**src/rtl/mem_wb_stage_if.sv**
```systemverilog
// Data-memory request/acknowledge bus between the memory stage (master) and
// the data memory (slave).
interface mem_wb_stage_if #(
  parameter int DW = 16
);
  logic          req;
  logic          we;
  logic [DW-1:0] addr;
  logic [DW-1:0] wdata;
  logic          ack;
  logic [DW-1:0] rdata;

  modport master (output req, we, addr, wdata, input ack, rdata);
  modport slave  (input req, we, addr, wdata, output ack, rdata);
endinterface

```
**src/rtl/mem_wb_stage.sv**
```systemverilog
// Memory-access stage plus mem_wb register: loads/stores over a req/ack bus,
// stalling upstream while an access is outstanding. MEM_TIMEOUT_EN adds an access timeout.
module mem_wb_stage #(
  parameter int DW      = 16,
  parameter int RW      = 4,
  parameter int TIMEOUT = 16
) (
  input  logic          clk,
  input  logic          reset_n,
  input  logic          valid_in,
  input  logic          set_regwrite_in,
  input  logic          set_memwrite_in,
  input  logic          set_memread_in,
  input  logic [RW-1:0] destreg_in,
  input  logic [DW-1:0] addr_in,
  input  logic [DW-1:0] store_data_in,
  input  logic [DW-1:0] result_in,
  output logic          stall_out,
  mem_wb_stage_if.master dmem,
  output logic          wb_valid_out,
  output logic          wb_regwrite_out,
  output logic [RW-1:0] wb_destreg_out,
  output logic [DW-1:0] wb_data_out,
  output logic          err_out
);
  typedef enum logic {IDLE = 1'b0, ACCESS = 1'b1} state_t;

  state_t        state_q, state_d;
  logic          mem_op, finish, timeout_hit;
  logic          we_q, load_q, regwrite_q;
  logic [DW-1:0] addr_q, wdata_q, result_q;
  logic [RW-1:0] destreg_q;

  assign mem_op = valid_in & (set_memread_in | set_memwrite_in);
  assign finish = (state_q == ACCESS) & (dmem.ack | timeout_hit);

  always_ff @(posedge clk or negedge reset_n)
    if (!reset_n) state_q <= IDLE;
    else          state_q <= state_d;

  always_comb begin
    state_d = state_q;
    case (state_q)
      IDLE:    if (mem_op) state_d = ACCESS;
      ACCESS:  if (finish) state_d = IDLE;
      default: state_d = IDLE;
    endcase
  end

  // req follows the state register, so async reset drops it without a clock
  always_comb begin
    dmem.req  = (state_q == ACCESS);
    stall_out = (state_q == IDLE) ? mem_op : ~finish;
  end

  assign dmem.we    = we_q;
  assign dmem.addr  = addr_q;
  assign dmem.wdata = wdata_q;

  always_ff @(posedge clk or negedge reset_n)
    if (!reset_n) begin
      we_q       <= 1'b0;
      load_q     <= 1'b0;
      regwrite_q <= 1'b0;
      addr_q     <= '0;
      wdata_q    <= '0;
      result_q   <= '0;
      destreg_q  <= '0;
    end else if (state_q == IDLE && mem_op) begin
      we_q       <= set_memwrite_in;
      load_q     <= set_memread_in & ~set_memwrite_in;  // read+write acts as a store
      regwrite_q <= set_regwrite_in;
      addr_q     <= addr_in;
      wdata_q    <= store_data_in;
      result_q   <= result_in;
      destreg_q  <= destreg_in;
    end

  always_ff @(posedge clk or negedge reset_n)
    if (!reset_n) begin
      wb_valid_out    <= 1'b0;
      wb_regwrite_out <= 1'b0;
      wb_destreg_out  <= '0;
      wb_data_out     <= '0;
    end else begin
      wb_valid_out <= 1'b0;
      if (state_q == IDLE && valid_in && !mem_op) begin
        wb_valid_out    <= 1'b1;
        wb_regwrite_out <= set_regwrite_in;
        wb_destreg_out  <= destreg_in;
        wb_data_out     <= result_in;
      end else if (finish) begin
        wb_valid_out    <= 1'b1;
        wb_regwrite_out <= regwrite_q & dmem.ack;  // a timed-out access never writes
        wb_destreg_out  <= destreg_q;
        wb_data_out     <= (load_q && dmem.ack) ? dmem.rdata : result_q;
      end
    end

`ifdef MEM_TIMEOUT_EN
  localparam int CW = $clog2(TIMEOUT + 1);
  logic [CW-1:0] tmo_cnt;
  logic          err_q;

  // fires in the TIMEOUT-th req cycle, so req is high for exactly TIMEOUT cycles
  assign timeout_hit = (state_q == ACCESS) & ~dmem.ack & (tmo_cnt == CW'(TIMEOUT - 1));
  assign err_out     = err_q;

  always_ff @(posedge clk or negedge reset_n)
    if (!reset_n) begin
      tmo_cnt <= '0;
      err_q   <= 1'b0;
    end else begin
      tmo_cnt <= (state_q == ACCESS) ? tmo_cnt + 1'b1 : '0;
      if (timeout_hit) err_q <= 1'b1;
    end
`else
  assign timeout_hit = 1'b0;
  assign err_out     = 1'b0;
`endif
endmodule

```
**src/flat_wrapper.sv**
```systemverilog
// flat-port wrapper written by rule: the top's interface ports become plain ports
module mem_wb_stage_flat 
#(
  parameter int DW      = 16,
  parameter int RW      = 4,
  parameter int TIMEOUT = 16
)
  (clk, reset_n, valid_in, set_regwrite_in, set_memwrite_in, set_memread_in, destreg_in, addr_in, store_data_in, result_in, stall_out, wb_valid_out, wb_regwrite_out, wb_destreg_out, wb_data_out, err_out, dmem_req, dmem_we, dmem_addr, dmem_wdata, dmem_ack, dmem_rdata);
  mem_wb_stage_if #(.DW(DW)) dmem_i ();
  input  logic clk;
  input  logic reset_n;
  input  logic valid_in;
  input  logic set_regwrite_in;
  input  logic set_memwrite_in;
  input  logic set_memread_in;
  input  logic [RW-1:0] destreg_in;
  input  logic [DW-1:0] addr_in;
  input  logic [DW-1:0] store_data_in;
  input  logic [DW-1:0] result_in;
  output logic stall_out;
  output logic wb_valid_out;
  output logic wb_regwrite_out;
  output logic [RW-1:0] wb_destreg_out;
  output logic [DW-1:0] wb_data_out;
  output logic err_out;
  output wire logic [$bits(dmem_i.req)-1:0] dmem_req;
  output wire logic [$bits(dmem_i.we)-1:0] dmem_we;
  output wire logic [$bits(dmem_i.addr)-1:0] dmem_addr;
  output wire logic [$bits(dmem_i.wdata)-1:0] dmem_wdata;
  input wire logic [$bits(dmem_i.ack)-1:0] dmem_ack;
  input wire logic [$bits(dmem_i.rdata)-1:0] dmem_rdata;
  assign dmem_req = dmem_i.req;
  assign dmem_we = dmem_i.we;
  assign dmem_addr = dmem_i.addr;
  assign dmem_wdata = dmem_i.wdata;
  assign dmem_i.ack = dmem_ack;
  assign dmem_i.rdata = dmem_rdata;
  mem_wb_stage #(.DW(DW), .RW(RW), .TIMEOUT(TIMEOUT)) u_core (.clk(clk), .reset_n(reset_n), .valid_in(valid_in), .set_regwrite_in(set_regwrite_in), .set_memwrite_in(set_memwrite_in), .set_memread_in(set_memread_in), .destreg_in(destreg_in), .addr_in(addr_in), .store_data_in(store_data_in), .result_in(result_in), .stall_out(stall_out), .dmem(dmem_i), .wb_valid_out(wb_valid_out), .wb_regwrite_out(wb_regwrite_out), .wb_destreg_out(wb_destreg_out), .wb_data_out(wb_data_out), .err_out(err_out));
endmodule
```
**config.mk**
```make
export PLATFORM = sky130hd
export DESIGN_NAME = mem_wb_stage_flat
export DESIGN_NICKNAME = d
export VERILOG_FILES = /design/src/rtl/mem_wb_stage_if.sv /design/src/rtl/mem_wb_stage.sv /design/src/flat_wrapper.sv
export SDC_FILE = /design/constraint.sdc
export NUM_CORES = 1
export LEC_CHECK = 0
export ABC_AREA = 1
export CAP_MARGIN = 0
export CORE_ASPECT_RATIO = 1.4
export CORE_MARGIN = 2
export CORE_UTILIZATION = 47
export DETAILED_ROUTE_END_ITERATION = 8
export HOLD_SLACK_MARGIN = 0.05
export PLACE_DENSITY_LB_ADDON = 0.3
export SLEW_MARGIN = 20
export SYNTH_ARGS = -nofsm -noshare
export SYNTH_HDL_FRONTEND = slang
export SYNTH_SLANG_ARGS = --single-unit
export TNS_END_PERCENT = 5
```
**constraint.sdc**
```tcl
create_clock -name clk -period 3.7 [get_ports clk]
set_clock_uncertainty 0.2 [all_clocks]
set_input_delay 0.925 -clock clk [delete_from_list [all_inputs] [get_ports clk]]
set_output_delay 0.925 -clock clk [all_outputs]
set_load 0.1 [all_outputs]
```
==> impl_metrics.py, run 1 <==
metrics = {
    "status": {
        "status": "completed",
    },
    "setup_path": {
        "required_ns": 2.57,
        "critical_path_arrival_ns": 2.08,
        "worst_setup_path_start_kind": "input pin",
        "critPathLaunch": "set_memwrite_in",
        "rr_endpoint": "u_core.wb_data_out[0]",
        "slowest_stage": "clkdlybuf4s50_1",
        "end_kind": "primary output",
        "path_cells": "clkdlybuf4s50_1 -> nor2_2 -> nor2_4 -> inv_2 -> o21ai_1 -> buf_12",
        "worst_r2r_path_depth": 5,
        "worstSetupPathType": "in -> out",
        "crit_fanout": 3,
        "r2r_setup_slack_ns": 1.68,
        "r2r-start": "u_core.load_q",
        "cp_slowest_stage_delay_ns": 0.52,
    },
    "flow_run": {
        "cap_violations": 0,
    },
    "timing": {
        "worst_pin_slew_ns": 0.969,
        "timing.final.crit_share_pct": 86.6,
        "fin_ws_ns": 0.496,
        "drv_slew": 0,
        "max_clock_freq_mhz": 312,
        "period_needed_ns": 3.20,
        "hold_viol": 0,
        "setup_viol": 0,
        "fin_setup_tns_ns": 0,
        "grt_setup_unrepaired": "no",
        "whs_ns": 0.276,
        "relSlewSlack_pct": 35.4,
    },
    "clocking": {
        "cts_hold_buf": 0,
        "cts_tree": "done",
        "clk_latency_ns": 0.34,
        "cts_max_level": 3,
        "post_cts_buffers": 0,
        "numCtsBuffers": 9,
        "cts_max_path_buffers": 2,
        "cts_root_buf": "clkbuf_8",
        "clock_sinks": 78,
        "cts.clk_slew.worst_paths_ns": 0.07,
        "ctsResizeCount": 0,
    },
    "detailed_routing": {
        "dr.pass1.iters": 4,
        "drt_iter0_markers": 252,
        "vias": 3075,
        "wl_per_cell_um": 13.0,
        "drcViolationCount": 0,
        "finalWirelength_um": 8380,
        "drtAntennaViolNets": 0,
        "routed_via_density": 4.77,
    },
    "global_route": {
        "antenna_found_initial": 0,
        "grt_usage_pct": 21.8,
        "grt_pass1_wl_um": 14000,
        "grt-ovfl-total": 0,
        "grt_max_degree": 79,
        "grt_pass1_vias": 3032,
    },
    "min_path": {
        "min_from": "u_core.destreg_q[2]",
        "hold_depth": 2,
        "min_path_type": "reg -> reg",
        "whs_endpoint": "u_core.destreg_q[2]",
    },
    "die": {
        "die_w_um": 76.3,
        "rows": 36,
        "core_region_area_mm2": 0.00703,
        "num_io_pins": 133,
        "start_util_pct": 48.9,
        "die_h_um": 105,
        "die_area_mm2": 0.00802,
    },
    "synth": {
        "synth_most_common_cell": "nand2_1",
        "async_reset_ff_share_pct": 100,
        "ys_types": 17,
        "syn_area_per_cell_um2": 8.16,
        "synth_edf_count": 0,
        "ys.flop_type": "dfrtp_1",
        "synthDominantCellAreaShare_pct": 56.8,
        "synthTopCellsByArea": "dfrtp_1 (57%), nand2_1 (21%), nand3_1 (8.9%)",
        "yosys-top-cells-count": "nand2_1 (194), dfrtp_1 (78), nand3_1 (61)",
        "syn-num-nets": 496,
        "synth.cell_area_mm2": 0.00344,
        "ys_ff_latch": 78,
        "ys_warn_count": 0,
        "syn_inst": 421,
        "yosysSeqAreaShare_pct": 56.8,
        "yosys.area.top_type": "dfrtp_1",
    },
    "place": {
        "gp_congestion": 0.852,
        "portBuffers": 131,
        "pre_cts_ws_ns": 0.482,
        "hpwl_um": 5700,
    },
    "cells_and_area": {
        "fin_util_pct": 68.2,
        "area_growth_pct": 39.5,
        "n_antenna_cell": 0,
        "final_nets": 619,
        "drive_gt1_share_pct": 15.5,
    },
    "pwr": {
        "leakage_nw": 2.51,
        "ir_worst_vdd_uv": 435,
        "powerDensity_mw_per_mm2": 779,
    },
}
==> metrics by stage <==
step	area [µm²]	total power [W]	cells
4_1_cts	4790	0.00375	644
6_report	4790	0.00373	644
3_5_place_dp	4590	0.00312	628
2_1_floorplan	3440	0.00266	421
3_3_place_gp	4590	0.00309	628
5_1_grt	4790	0.00389	644
==> state kept, by name, indices dropped and copies added, names as in the netlist, 4 cells and up <==
name / flops
u_core.dmem.wdata: 16
u_core.wb_data_out: 16
u_core.wb_destreg_out: 4
u_core.result_q: 16
u_core.dmem.addr: 16
u_core.destreg_q: 4
==> routing by layer <==
layer / part of all wire [%] / global-route usage [%] / vias to the layer above
met4: 2.9 / 11.4 / 0
met5: 0 / 0 / -
met3: 5.5 / 4.32 / 19
met1: 41 / 25.2 / 1413
li1: - / - / 1531
met2: 50 / 37.9 / 112
==> cell families after synthesis <==
| logic type | count (synthesis) | synth area share [%] |
|---|---|---|
| AND/OR/NAND/NOR | 272 | 32.4 |
| flip-flops | 78 | 56.8 |
| buffers and inverters | 57 | 8.74 |
| AO/OA/AOI/OAI | 13 | 1.97 |
| other | 1 | 0.109 |
==> worst max-delay path by stage <==
stage,end,cells past startpoint
2_1_floorplan,stall_out,2
3_3_place_gp,stall_out,6
3_5_place_dp,stall_out,6
4_1_cts,stall_out,6
5_1_grt,stall_out,6
6_report,stall_out,6
==> placed cells by master (no fill, tap or decap), types with 2 or more instances in the layout <==
cell type        count
dfrtp_1             78
nor2_2               2
nand3_1             61
buf_4               61
clkbuf_8            10
nand2_2              2
nor2_1              12
clkinvlp_4           2
nand2_1            194
clkdlybuf4s50_1     73
inv_2                3
o21ai_1             12
inv_1               31
==> area by class of cell <==
cell class / instances / area, µm²
Tap cell: 95 / 119
Sequential cell: 78 / 1950
Clock inverter: 5 / 58.8
Multi-Input combinational cell: 286 / 1190
Fill cell: 610 / 2230
Clock buffer: 11 / 141
Inverter: 34 / 128
Timing Repair Buffer: 135 / 1210
==> power by group <==
part / total, W / switching, W / internal [W]
logic: 0.00190 / 0.00151 / 0.000400
clock network: 0.000638 / 0.000308 / 0.000330
registers: 0.00119 / 0.000130 / 0.00106
total: 0.00373 / 0.00194 / 0.00179
==> critical path, delay by kind of cell <==
family | cells | cell delay [ns]
buf+inv | 3 | 0.79
simple gates | 2 | 0.21
compound gates | 1 | 0.16
No activity file was read; power rests on OpenSTA's default activity.
==> run 2, diff against run 1 <==
Settings changed: ABC_AREA 1 to 0, CORE_UTILIZATION 47 to 48, CTS_BUF_LIST set to sky130_fd_sc_hd__clkbuf_8.
==> impl_metrics.py, run 2 <==
metrics = {
    "place": {
        "portBuffers": 131,
        "gp_congestion": 0.762,
        "hpwl_um": 4920,
        "placed_cells": 416,
    },
    "synth": {
        "ys_types": 21,
        "synth_edf_count": 0,
        "synth_most_common_cell": "dfrtp_1",
        "synthTopCellsByArea": "dfrtp_1 (61%), mux2_2 (19%), a221o_1 (5.0%)",
        "ys_warn_count": 0,
        "syn_area_per_cell_um2": 14.4,
        "ys.flop_type": "dfrtp_1",
        "syn-num-nets": 299,
        "syn_inst": 224,
        "yosys.area.top_type": "dfrtp_1",
        "synthDominantCellAreaShare_pct": 60.7,
        "yosysSeqAreaShare_pct": 60.7,
        "ys_ff_latch": 78,
        "synth.cell_area_mm2": 0.00322,
        "async_reset_ff_share_pct": 100,
        "yosys-top-cells-count": "dfrtp_1 (78), mux2_2 (53), a221o_1 (16), mux2i_1 (16), nand2_1 (13)",
    },
    "cells_and_area": {
        "drive_gt1_share_pct": 37.0,
        "n_antenna_cell": 0,
        "final_common_cell": "dfrtp_1",
        "finalNonFillerCells": 433,
        "fill_cells": 481,
        "area_growth_pct": 44.7,
        "final_nets": 429,
        "fin_util_pct": 71.3,
        "mostFrequentLayoutCells": "dfrtp_1 (78), clkdlybuf4s50_1 (73), buf_4 (60)",
    },
    "timing": {
        "setup_viol": 0,
        "period_needed_ns": 3.36,
        "drv_slew": 0,
        "timing.final.crit_share_pct": 90.8,
        "relSlewSlack_pct": 42.2,
        "grt_setup_unrepaired": "no",
        "worst_pin_slew_ns": 0.866,
        "fin_setup_tns_ns": 0,
        "hold_viol": 0,
        "max_clock_freq_mhz": 298,
        "whs_ns": 0.264,
    },
    "flow_run": {
        "cap_violations": 0,
    },
    "detailed_routing": {
        "drtAntennaViolNets": 0,
        "dr.pass1.iters": 4,
        "wl_per_cell_um": 16.7,
        "routed_via_density": 5.37,
        "finalWirelength_um": 7220,
        "drt_iter0_markers": 86,
        "drcViolationCount": 0,
        "vias": 2326,
    },
    "setup_path": {
        "r2r-start": "u_core.dmem.req",
        "rr_endpoint": "u_core.dmem.wdata[0]",
        "end_kind": "primary output",
        "critical_path_arrival_ns": 2.24,
        "worstSetupPathType": "in -> out",
        "worst_r2r_path_depth": 4,
        "r2r_setup_slack_ns": 1.30,
        "worst_setup_path_start_kind": "input pin",
        "crit_fanout": 5,
        "required_ns": 2.57,
    },
    "clocking": {
        "cts.clk_slew.worst_paths_ns": 0.09,
        "clock_sinks": 78,
        "cts_max_path_buffers": 2,
        "clk_latency_ns": 0.34,
        "numCtsBuffers": 9,
        "cts_hold_buf": 0,
        "post_cts_buffers": 0,
        "cts_tree": "done",
        "cts_max_level": 3,
        "cts_root_buf": "clkbuf_8",
        "ctsResizeCount": 0,
    },
    "global_route": {
        "grt_max_degree": 79,
        "grt_pass1_wl_um": 11100,
        "grt_usage_pct": 19.8,
        "grt-ovfl-total": 0,
        "antenna_found_initial": 0,
        "grt_pass1_vias": 2411,
    },
    "die": {
        "die_w_um": 73.2,
        "die_h_um": 101,
        "core_region_area_mm2": 0.00653,
        "num_io_pins": 133,
        "start_util_pct": 49.3,
        "rows": 35,
        "die_area_mm2": 0.00738,
    },
    "status": {
        "status": "completed",
    },
    "pwr": {
        "ir_worst_vdd_uv": 462,
        "powerDensity_mw_per_mm2": 840,
        "leakage_nw": 2.12,
        "power_w": 0.00391,
    },
    "min_path": {
        "min_path_type": "in -> async",
    },
}
run 2: where the power goes:
group / internal [W] / switching (W)
registers: 0.00108 / 0.000138
logic: 0.000508 / 0.00151
clock network: 0.000376 / 0.000299
run 2: final cells by class:
| cell class | instances | area (µm²) | area share [%] |
|---|---|---|---|
| multi-input cells | 128 | 1160 | 24.9 |
| inverters | 2 | 7.51 | 0.161 |
| well taps | 74 | 92.6 | 1.99 |
| repair buffers | 135 | 1230 | 26.4 |
| clock inverters | 7 | 90.1 | 1.94 |
| clock buffers | 9 | 124 | 2.66 |
| flip-flops and latches | 78 | 1950 | 41.9 |
run 2: worst max path at each step:
stage,start,to,cells after the start
finish,valid_in,stall_out,5
global route,valid_in,stall_out,5
CTS,valid_in,stall_out,5
detailed placement,valid_in,stall_out,5
global placement,valid_in,stall_out,5
floorplan,u_core.dmem.req,stall_out,6
run 2: logic make-up after synthesis:
group / Yosys count / share of synthesized area [%]
DFF: 78 / 60.7
muxes: 69 / 23.5
and+or+nand+nor: 31 / 4.71
AOI/OAI and AO/OA: 27 / 7.67
buffers and inverters: 18 / 3.27
other: 1 / 0.117
run 2: routing by layer:
metal	vias up	track usage [%]	wire, µm
met2	72	33.7	3810
met3	5	6.10	452
li1	1072	-	-
met4	0	7.69	80
met5	-	0	0
met1	1177	23.0	2870
run 2: per-stage QoR:
stage	area (µm²)	setup WS, ns
2_1_floorplan	3220	0.128
3_3_place_gp	4410	0.373
3_5_place_dp	4410	0.356
4_1_cts	4630	0.334
5_1_grt	4650	0.227
6_report	4650	0.339
run 2: critical path, cell delays in order:
cell and delay [ns]:
clkdlybuf4s50_1 0.47, nor2b_1 0.30, o21a_2 0.20, a21o_1 0.14, buf_12 0.19
